### src/rtl/if_fetch_unit.sv
// Instruction fetch unit: keeps at most one memory request in flight and queues fetched
// instructions in a 2-entry buffer for decode; exceptions, interrupts and branches redirect the PC.
module if_fetch_unit #(
   parameter logic [31:0] ILLOP = 32'h80000004,
   parameter logic [31:0] XADR  = 32'h80000008
) (
   input  logic        clk,
   input  logic        reset,
   input  logic [31:0] PC,
   output logic        PCWr,
   output logic [31:0] PC_in,
   output logic        imem_req,
   output logic [31:0] imem_addr,
   input  logic        imem_gnt,
   input  logic        imem_rvalid,
   input  logic [31:0] imem_rdata,
   input  logic        redirect,
   input  logic [31:0] redirect_pc,
   input  logic        illop,
   input  logic        irq,
   output logic        id_valid,
   output logic [31:0] id_instr,
   output logic [31:0] id_pc,
   input  logic        id_ready
);

   typedef enum logic [1:0] {IDLE, WAIT, DROP} state_t;

   state_t      state, state_next;
   logic [31:0] req_pc;
   logic [31:0] buf_pc    [2];
   logic [31:0] buf_instr [2];
   logic        rd_ptr, wr_ptr;
   logic [1:0]  count;

   logic        redirect_event;
   logic [31:0] redirect_target;
   logic        fetch_grant;
   logic        push;
   logic        pop;

   assign imem_addr = PC;

   // Interrupts are masked while the PC sits in the kernel half of the address space.
   always_comb begin
      redirect_event  = illop | (irq & ~PC[31]) | redirect;
      redirect_target = redirect_pc;
      if (illop)
         redirect_target = ILLOP;
      else if (irq & ~PC[31])
         redirect_target = XADR;

      imem_req    = reset && (state == IDLE) && !redirect_event && (count < 2'd2);
      fetch_grant = imem_req & imem_gnt;
      push        = (state == WAIT) & imem_rvalid & ~redirect_event;

      PCWr  = reset & (redirect_event | fetch_grant);
      PC_in = PC;
      if (reset && redirect_event)
         PC_in = redirect_target;
      else if (fetch_grant)
         PC_in = {PC[31], PC[30:0] + 31'd4};

      id_valid = reset && (count != 2'd0);
      id_pc    = id_valid ? buf_pc[rd_ptr]    : 32'd0;
      id_instr = id_valid ? buf_instr[rd_ptr] : 32'd0;
      pop      = id_valid & id_ready;
   end

   always_comb begin
      state_next = state;
      case (state)
         IDLE: if (!redirect_event && fetch_grant) state_next = WAIT;
         WAIT: begin
            if (imem_rvalid)
               state_next = IDLE;
            else if (redirect_event)
               state_next = DROP;
         end
         // A stale response still has to be drained before a new request can go out.
         DROP: if (imem_rvalid) state_next = IDLE;
         default: state_next = IDLE;
      endcase
   end

   always_ff @(posedge clk) begin
      if (!reset)
         state <= IDLE;
      else
         state <= state_next;
   end

   always_ff @(posedge clk) begin
      if (!reset) begin
         count  <= 2'd0;
         rd_ptr <= 1'b0;
         wr_ptr <= 1'b0;
         req_pc <= 32'd0;
      end else begin
         if (fetch_grant)
            req_pc <= PC;
         if (redirect_event) begin
            count  <= 2'd0;
            rd_ptr <= 1'b0;
            wr_ptr <= 1'b0;
         end else begin
            if (push)
               wr_ptr <= ~wr_ptr;
            if (pop)
               rd_ptr <= ~rd_ptr;
            count <= count + {1'b0, push} - {1'b0, pop};
         end
      end
   end

   always_ff @(posedge clk) begin
      if (push) begin
         buf_pc[wr_ptr]    <= req_pc;
         buf_instr[wr_ptr] <= imem_rdata;
      end
   end

endmodule

### config.mk
export PLATFORM = sky130hd
export DESIGN_NAME = if_fetch_unit
export DESIGN_NICKNAME = d
export VERILOG_FILES = /design/src/rtl/if_fetch_unit.sv
export SDC_FILE = /design/constraint.sdc
export NUM_CORES = 1
export LEC_CHECK = 0
export CORE_ASPECT_RATIO = 0.5
export CORE_UTILIZATION = 47
export CTS_CLUSTER_DIAMETER = 200
export CTS_CLUSTER_SIZE = 25
export DETAILED_ROUTE_END_ITERATION = 6
export GPL_ROUTABILITY_DRIVEN = 1
export PLACE_DENSITY = 0.8
export SLEW_MARGIN = 20
export SYNTH_ARGS = -nofsm -noshare
export SYNTH_HDL_FRONTEND = slang
export SYNTH_SLANG_ARGS = --single-unit
### constraint.sdc
create_clock -name clk -period 5.7 [get_ports clk]
set_input_delay 0.855 -clock clk [delete_from_list [all_inputs] [get_ports clk]]
set_output_delay 0.855 -clock clk [all_outputs]
set_load 0.02 [all_outputs]
==> summary.md, run 1 <==
| Metric | Value |
|---|---|
| Mapped Nets | approximately 770 |
| Area of the die | roughly 17000 sq um |
| Detailed Route WL | roughly 19 mm |
| Num CTS Buffers | 17 |
| Yosys cell types | a little under 50 |
| Post-DRT Antenna Nets | 0 |
| Top delay family on crit path | buffers and inverters |
| Post-synth EDFFs | 128 |
| CTS tree | built |
| Drt initial violations | approximately 340 |
| Vias | approximately 5600 |
| WHS Path Cells | 0 |
| Nets | slightly below 1000 |
| Max incr delay on CP | 0.60 ns |
| Total Routing Usage GR | 0.229 |
| Buffers on Ports | approximately 230 |
| Critical path type | in2out |
| Fin. max-slew vios | 0 |
| Critical Path, Cell by Cell | clkdlybuf4s50_1, ha_1, and3_1, nand4_4, or4_1, a21oi_1, a21o_1, clkdlybuf4s50_1 |
| Clock Sink Count | around 170 |
| Dpl hpwl | around 13 mm |
| CP most frequent cell | clkdlybuf4s50_1 |
| Share of cells above drive strength 1 | 0.0645 |
| Ys flop type | edfxtp_1 |
| Row Count | 32 |
| Sequential area share after synthesis | 0.607 |
| CTS hold repair buffers | 0 |
| Cell-internal power | 2.06 mW |
| Io pins | approximately 240 |
| Initial core utilization | 0.488 |
| Final Util | 0.675 |
| VDD IR max | between 200 and 250 uV |
| DR DRC count | 0 |
| Mapped Area | 7620 sq um |
| Post-CTS setup buffers | 0 |
| Routed vias/inst | ~5.2 |
| CP max-delay cell | clkdlybuf4s50_1 |
| Arrival time worst endpoint | ~3.6 ns |
| First-pass GRT wire length | between 20 and 30 mm |
| Synthesis-stage register bit count | between 150 and 200 |
| Mapped Cells | 660 |
| Initial antenna violation count | 0 |
| Fmax | between 200 and 250 MHz |
| Syn. warnings | 0 |
| Slew @ Worst Pin | about 1 ns |
| Die height | slightly above 90 um |
| CP Launch Type | primary input |
| Area Growth Syn to Fin | 38.3% |
| Total gr overflow | 0 |
| Seq pwr share | 0.487 |
| Final setup margin | 1.24 ns |
| DRT Pass-1 Iters | 4 |
| Root Driver | clkbuf_16 |
| Clk Latency, worst-skew pair | ~0.42 ns |
| Min Tclk post-route | between 4 and 5 ns |
| Final hold violations | 0 |
| Worst path required time | about 4.9 ns |
| Worst Path Buf+Inv | 2 |
| Clock power share | 0.411 |
| Max_slew headroom | 0.334 |
| Setup-violating endpoint count in the final report | 0 |
| Die extent in x | 182 um |
| Commonest non-fill, non-tap cells in the layout | 234 x clkdlybuf4s50_1, 128 x edfxtp_1, 93 x nand2_1 |
| Setup Skew | 0.0154 ns |
| Tcrit/Tclk final | 0.783 |
| Crit. End Element | output port |
| Lkg Pwr | approximately 3.4 nW |
| Commonest non-fill, non-tap cell in the layout | clkdlybuf4s50_1 |
| Post-CTS resize count | 0 |
| Global placement routability congestion | 0.825 |
| P per Cell Area | roughly 260 nW/um^2 |
| Status | complete, no violations |
| Post-Place Worst Slack | approximately 1.2 ns |
| RSZ-0062 raised after global routing | no |
| Net switching power | ~0.63 mW |
| Vias in the first global route | between 5000 and 6000 |
| Max_cap viols | 0 |
| Drt wl/cell | ~18 um |
| Worst-path maximum fanout | 14 |
| Switch share | 0.233 |
| Syn Area/Cell | 11.5 sq um |
| Worst Hold Class | reg2reg |
| Max clock buf depth | 2 |
| Comb pwr share | 0.103 |
| FF-to-FF path depth | 9 |
| Core ar. | around 16000 sq um |
| Clock transition at the registers of the reported paths | 0.06 ns |
| Fraction of registers with async set/reset | 0 |
| Antenna cell count | 0 |
| Largest net degree at the start of global routing | 65 |
| WP depth | 8 |
| H-tree levels | 4 |
| Setup TNS | 0 ns |
metrics by stage:
step	hold WS [ns]	area (sq um)	total power [mW]	instances
floorplan	0.425	7620	1.45	660
global route	0.465	10500	2.77	1072
finish	0.454	10500	2.69	1072
detailed placement	0.437	9950	1.61	1039
CTS	0.453	10500	2.71	1071
global placement	0.430	9950	1.61	1039
power by group through the flow:
stage	Combinational [mW]	Clock [mW]	Sequential, mW
3_5_place_dp	0.274	0	1.34
5_1_grt	0.292	1.17	1.31
3_3_place_gp	0.271	0	1.34
4_1_cts	0.276	1.12	1.31
2_1_floorplan	0.118	0	1.34
6_report	0.276	1.11	1.31
final cells by class:
cell class,count,area [sq um]
fill,1169,5080
sequential,167,4630
multi-input combinational,416,2590
timing repair buffer,245,2460
clock buffer,18,429
tap,204,255
clock inverter,14,139
inverter,8,30.0
Yosys cell counts, drive strengths merged (7+ instances only):
library cell  count  area (sq um)
and3              7          45.1
inv               8          30.0
a21boi           32           240
a21oi            13          65.1
xnor2            20           175
nand2            93           349
nand3            14          70.1
nand4             7          65.1
nor2             78           293
mux2i            65           651
edfxtp          128          3840
dfxtp            39           781
nor3             16          80.1
buf              45           310
xor2              8          70.1
o21ai            23           119
clkbuf           24          91.3
flip-flops by register name, indices dropped and copies added (netlist names), named ones only:
name and count:
buf_instr 64, buf_pc 64, count 2, rd_ptr 1
req_pc 32, state 2, wr_ptr 1
kinds of logic (layout without fill, tap and decap cells):
logic type                 count (synthesis)  count (layout)  synth area share
AOI/OAI and AO/OA                         80              80            0.0679
buffers and inverters                     77             285            0.0567
DFF                                      167             167             0.607
and+or+nand+nor                          240             240             0.146
xor gates and xnor gates                  28              28            0.0322
muxes                                     65              65            0.0854
adders and majority gates                  3               3           0.00493
per-layer routing:
layer / GRT usage / routed length, um / vias to the layer above
li1: - / - / 2709
met1: 0.274 / 7910 / 2677
met2: 0.411 / 9550 / 210
met3: 0.0413 / 1030 / 30
met4: 0.0924 / 396 / 0
met5: 0 / 0 / -
path summary, 6_finish.rpt:
| kind | slack, ns | from | to |
|---|---|---|---|
| worst max-delay path | 1.24 | PC[2] | PC_in[18] |
| worst min-delay path | 0.45 | req_pc[1] | buf_pc[0][1] |
| worst max register to register | 3.26 | count[1] | count[1] |
| worst min register to register | 0.45 | req_pc[1] | buf_pc[0][1] |
No activity file was read; power rests on OpenSTA's default activity.
==> inputs of run 2 (changes only) <==
clock period = 4.45 ns   (was 5.7 ns; I/O delays follow)
==> run 2 against run 1 <==
  * Hold slack lost 0.0078 ns
  * Sequential power grew 28%
  * Largest power group unchanged
  * Total power rose by 31%
  * Clock skew decreased by 0.0078 ns
  * Highest routed layer unchanged
==> summary.md, run 2 (synthesized netlist as in run 1, its figures left out) <==
| Metric | Value |
|---|---|
| Max_cap viols | 0 (unchanged) |
| Drt wl/cell | 17.7 um (+0.53%) |
| Clock Sink Count | 167 (unchanged) |
| Status | complete, no violations |
| Worst-path maximum fanout | 14 (unchanged) |
| Root Driver | clkbuf_16 |
| Total Routing Usage GR | 0.232 (+0.00348) |
| Detailed Route WL | 19.2 mm (+1.7%) |
| Nets | 975 (+1.4%) |
| CTS hold repair buffers | 0 (unchanged) |
| Lkg Pwr | 3.42 nW (+2.1%) |
| Worst r2r dst | count[1] |
| H-tree levels | 4 (unchanged) |
| Buffers on Ports | 234 (unchanged) |
| DR DRC count | 0 (unchanged) |
| Clock power share | 0.421 (+0.010) |
| DRT Pass-1 Iters | 5 (+1) |
| Switch share | 0.215 (-0.0177) |
| Critical Path, Cell by Cell | clkdlybuf4s50_1, ha_1, and3_1, nand4_4, or4_1, a21oi_1, a21o_1, clkdlybuf4s50_1 |
| Min Tclk post-route | slightly above 4 ns |
| Row Count | 32 (unchanged) |
| Max_slew headroom | 0.326 (-0.00843) |
| Dpl hpwl | 13.4 mm (+4.2%) |
| RSZ-0062 raised after global routing | no |
| Routed vias/inst | 5.21 (-0.64%) |
| Seq pwr share | 0.476 (-0.011) |
| Io pins | 235 (unchanged) |
| Area of the die | 16700 sq um (unchanged) |
| Commonest non-fill, non-tap cells in the layout | 233 x clkdlybuf4s50_1, 128 x edfxtp_1, 93 x nand2_1 |
| Tcrit/Tclk final | 0.904 |
| Area Growth Syn to Fin | 39.8% |
| CP Launch Type | primary input |
| Max clock buf depth | 2 (unchanged) |
| Crit. End Element | output port |
| Drt initial violations | 233 (-32%) |
| Max incr delay on CP | 0.60 ns (about the same) |
| FF/Latch Area | 4630 sq um (unchanged) |
| Die extent in x | 182 um (unchanged) |
| Slew @ Worst Pin | 1.01 ns (+0.0112 ns) |
| WHS Endpoint | buf_pc[0][0] |
| Largest regs | buf_instr (64), buf_pc (64), req_pc (32) |
| P per Cell Area | 331 nW/um^2 (+30%) |
| Num CTS Buffers | 17 (unchanged) |
| CP most frequent cell | clkdlybuf4s50_1 |
| Worst Hold Slack | 0.446 ns (-0.00781 ns) |
| Core ar. | 15600 sq um (unchanged) |
| Setup Skew | 0.00761 ns (-0.00779 ns) |
| Fill cells | 1162 (-0.60%) |
| Antenna cell count | 0 (unchanged) |
| Vias | 5658 (+0.57%) |
| First-pass GRT wire length | 29.8 mm (+2.2%) |
| R2r setup slk | 1.45 ns (-1.81 ns) |
| Commonest non-fill, non-tap cell in the layout | clkdlybuf4s50_1 |
| Top delay family on crit path | buffers and inverters |
| Post-CTS setup buffers | 0 (unchanged) |
| Vias in the first global route | 5821 (+2.7%) |
| WHS Path Cells | 0 (unchanged) |
| Global placement routability congestion | 0.913 (+11%) |
| Die height | 92.0 um (unchanged) |
| Total gr overflow | 0 (unchanged) |
| Final setup margin | 0.426 ns (-0.811 ns) |
| Share of cells above drive strength 1 | 0.0760 (+0.0115) |
| Worst path required time | 3.78 ns (-1.07 ns) |
| Largest net degree at the start of global routing | 41 (-37%) |
| Comb pwr share | 0.103 (about the same) |
| CP max-delay cell | clkdlybuf4s50_1 |
| Worst Hold Class | reg2reg |
| Fmax | approximately 250 MHz |
| Arrival time worst endpoint | 3.36 ns (-0.25 ns) |
| Initial antenna violation count | 0 (unchanged) |
| Final instance area | 10700 sq um (+1.1%) |
| Final hold violations | 0 (unchanged) |
| Initial core utilization | 0.488 (unchanged) |
| Post-Place Worst Slack | 0.414 ns (-0.832 ns) |
| CTS tree | built |
| Setup-violating endpoint count in the final report | 0 (unchanged) |
| Multi-input gate area | 2590 sq um (unchanged) |
| Hold path startpoint | req_pc[0] |
| FF-to-FF path depth | 10 (+1) |
| Fin. max-slew vios | 0 (unchanged) |
| VDD IR max | 324 uV (+56%) |
| Clk Latency, worst-skew pair | 0.41 ns (about the same) |
| Worst Path Buf+Inv | 2 (unchanged) |
| Cell-internal power | 2.77 mW (+34%) |
| Post-CTS resize count | 0 (unchanged) |
| Critical path type | in2out |
| Post-DRT Antenna Nets | 0 (unchanged) |
| Clock transition at the registers of the reported paths | 0.06 ns (about the same) |
| Worst reg2reg startpoint | count[1] |
| Net switching power | 0.759 mW (+21%) |
| Area after DPL | 10000 sq um (+0.98%) |
[run 2: metrics by stage]
stage / setup TNS, ns / power [mW] / util / cells
final: 0 / 3.52 / 0.682 / 1085
after global routing: 0 / 3.62 / 0.682 / 1085
after CTS: 0 / 3.54 / 0.682 / 1085
after detailed placement: 0 / 2.07 / 0.643 / 1053
after global placement: 0 / 2.07 / 0.642 / 1052
after floorplan: -17.64 / 1.86 / - / 660
[run 2: layout make-up]
class                   count  share of cell area
clock inverters             8              0.0103
well taps                 204              0.0240
inverters                   8             0.00282
repair buffers            258               0.238
flip-flops and latches    167               0.435
clock buffers              24              0.0464
multi-input cells         416               0.243
[run 2: how the worst max path moves through the flow]
stage                      from  cells past startpoint         endpoint
after floorplan           illop                      4  buf_instr[0][0]
after global placement    PC[2]                      8        PC_in[18]
after detailed placement  reset                      7        PC_in[23]
after CTS                 reset                      7        PC_in[23]
after global routing      PC[2]                      8        PC_in[18]
final                     PC[2]                      8        PC_in[18]
[run 2: power by group through the flow]
stage	clock network (mW)	registers (mW)	logic [mW]
after global routing	1.56	1.68	0.383
after floorplan	0	1.71	0.151
after CTS	1.50	1.68	0.363
final	1.48	1.68	0.363
after detailed placement	0	1.71	0.360
after global placement	0	1.71	0.356
[run 2: per-layer routing]
metal / track usage / wire, um / up-vias / share of wire
met5: 0 / 0 / - / 0
met2: 0.425 / 9860 / 175 / 0.51
met3: 0.0461 / 1010 / 27 / 0.053
li1: - / - / 2728 / -
met4: 0.0686 / 309 / 0 / 0.016
met1: 0.279 / 8030 / 2728 / 0.42
==> inputs of run 3 (changes only) <==
RECOVER_POWER = 25   (was not set)
==> run 3 against run 2 <==
  * Final area stayed put
  * Combinational power is 1% lower
  * Largest cell class unchanged
  * Global-route usage stayed put
  * Critical path type unchanged
  * Die area stayed put
  * Sequential cell count stayed put
  * Via count hardly changed
  * Hold slack better by 0.0015 ns
  * Highest routed layer unchanged
==> summary.md, run 3 (synthesized netlist as in run 1, its figures left out) <==
| Metric | Value |
|---|---|
| Status | complete, no violations |
| CP endpoint | PC_in[18] |
| Area of the die | 16700 sq um (unchanged) |
| Max_slew headroom | 0.326 (+0.000850) |
| Final instance area | 10700 sq um (unchanged) |
| Crit. End Element | output port |
| Area Growth Syn to Fin | 39.8% (unchanged) |
| Global placement routability congestion | 0.913 (unchanged) |
| Total Routing Usage GR | 0.232 (unchanged) |
| RSZ-0062 raised after global routing | no |
| Die height | 92.0 um (unchanged) |
| CTS hold repair buffers | 0 (unchanged) |
| CTS tree | built |
| First-pass GRT wire length | 29.8 mm (unchanged) |
| Dpl hpwl | 13.4 mm (unchanged) |
| Detailed Route WL | 19.2 mm (about the same) |
| Min Tclk post-route | 4.03 ns (+0.00392 ns) |
| Worst-path maximum fanout | 14 (unchanged) |
| VDD IR max | 323 uV (-0.16%) |
| Total power | 3.52 mW (-0.12%) |
| Io pins | 235 (unchanged) |
| Worst r2r dst | count[1] |
| Setup Skew | 0.00737 ns (-0.000239 ns) |
| Max clock buf depth | 2 (unchanged) |
| Largest net degree at the start of global routing | 41 (unchanged) |
| Setup-violating endpoint count in the final report | 0 (unchanged) |
| Arrival time worst endpoint | 3.36 ns (about the same) |
| P per Cell Area | 331 nW/um^2 (-0.12%) |
| Num CTS Buffers | 17 (unchanged) |
| Fmax | 248 MHz (about the same) |
| DR DRC count | 0 (unchanged) |
| Core ar. | 15600 sq um (unchanged) |
| Crit path from | PC[2] |
| Clock Sink Count | 167 (unchanged) |
| H-tree levels | 4 (unchanged) |
| Area after DPL | 10000 sq um (unchanged) |
| Critical path type | in2out |
| Clk Latency, worst-skew pair | 0.41 ns (about the same) |
| Fin. max-slew vios | 0 (unchanged) |
| Row Count | 32 (unchanged) |
| Routed vias/inst | 5.22 (about the same) |
| Initial core utilization | 0.488 (unchanged) |
| DRT Pass-1 Iters | 5 (unchanged) |
| Commonest non-fill, non-tap cells in the layout | 210 x clkdlybuf4s50_1, 128 x edfxtp_1, 93 x nand2_1 |
| Max_cap viols | 0 (unchanged) |
| Final hold violations | 0 (unchanged) |
| Vias | 5663 (+0.088%) |
| Fill cells | 1162 (unchanged) |
| Lkg Pwr | 3.43 nW (+0.18%) |
| Drt wl/cell | 17.7 um (about the same) |
| Slew @ Worst Pin | 1.01 ns (-0.00127 ns) |
| Worst reg2reg startpoint | count[1] |
| Drt initial violations | 233 (unchanged) |
| Total gr overflow | 0 (unchanged) |
| Initial antenna violation count | 0 (unchanged) |
| Post-CTS setup buffers | 0 (unchanged) |
| Tcrit/Tclk final | 0.905 (about the same) |
| Antenna cell count | 0 (unchanged) |
| Post-DRT Antenna Nets | 0 (unchanged) |
| CP Launch Type | primary input |
| Largest regs | buf_instr (64), buf_pc (64), req_pc (32) |
| Post-CTS resize count | 0 (unchanged) |
| Buffers on Ports | 234 (unchanged) |
| Nets | 975 (unchanged) |
| Commonest non-fill, non-tap cell in the layout | clkdlybuf4s50_1 |
| R2r setup slk | 1.45 ns (about the same) |
| Share of cells above drive strength 1 | 0.0760 (unchanged) |
| Worst path required time | 3.78 ns (about the same) |
| Root Driver | clkbuf_16 |
| Die extent in x | 182 um (unchanged) |
| FF-to-FF path depth | 10 (unchanged) |
| Vias in the first global route | 5821 (unchanged) |
| Worst Hold Class | reg2reg |
| Clock transition at the registers of the reported paths | 0.06 ns (about the same) |
run 3: per-layer routing:
layer	share of wire	vias to the layer above	track usage
met5	0	-	0
met4	0.016	0	0.0686
met3	0.053	28	0.0461
met2	0.51	179	0.425
met1	0.42	2728	0.279
li1	-	2728	-
run 3: cell type report:
class                      instances  area (sq um)  share of cell area
clock inverter                     8           110              0.0103
clock buffer                      24           494              0.0464
inverter                           8          30.0             0.00282
sequential                       167          4630               0.435
timing repair buffer             258          2540               0.238
tap                              204           255              0.0240
multi-input combinational        416          2590               0.243
run 3: metrics by stage:
step	utilization	hold slack, ns	setup WS (ns)	setup TNS [ns]	instances
3_5_place_dp	0.643	0.437	0.414	0	1053
4_1_cts	0.682	0.448	0.395	0	1085
5_1_grt	0.682	0.459	0.310	0	1085
6_report	0.682	0.447	0.422	0	1085
2_1_floorplan	-	0.425	-0.138	-17.64	660
3_3_place_gp	0.642	0.430	0.456	0	1052
run 3: worst max-delay path, cell delays in order:
cell	delay, ns
clkdlybuf4s50_1	0.56
ha_1	0.22
and3_1	0.21
nand4_4	0.25
or4_1	0.57
a21oi_1	0.18
a21o_1	0.10
clkdlybuf4s50_1	0.60
run 3: how the worst min path moves through the flow:
stage / start / to / cells after the start
5_1_grt: req_pc[3] / buf_pc[0][3] / 0
3_5_place_dp: req_pc[17] / buf_pc[1][17] / 0
6_report: req_pc[0] / buf_pc[0][0] / 0
3_3_place_gp: req_pc[17] / buf_pc[0][17] / 0
4_1_cts: req_pc[17] / buf_pc[0][17] / 0
2_1_floorplan: req_pc[0] / buf_pc[0][0] / 0
run 3: where the power goes:
part	switching, mW	internal (mW)
Clock	0.582	0.901
Sequential	0.00435	1.67
Combinational	0.172	0.186
Total	0.759	2.76
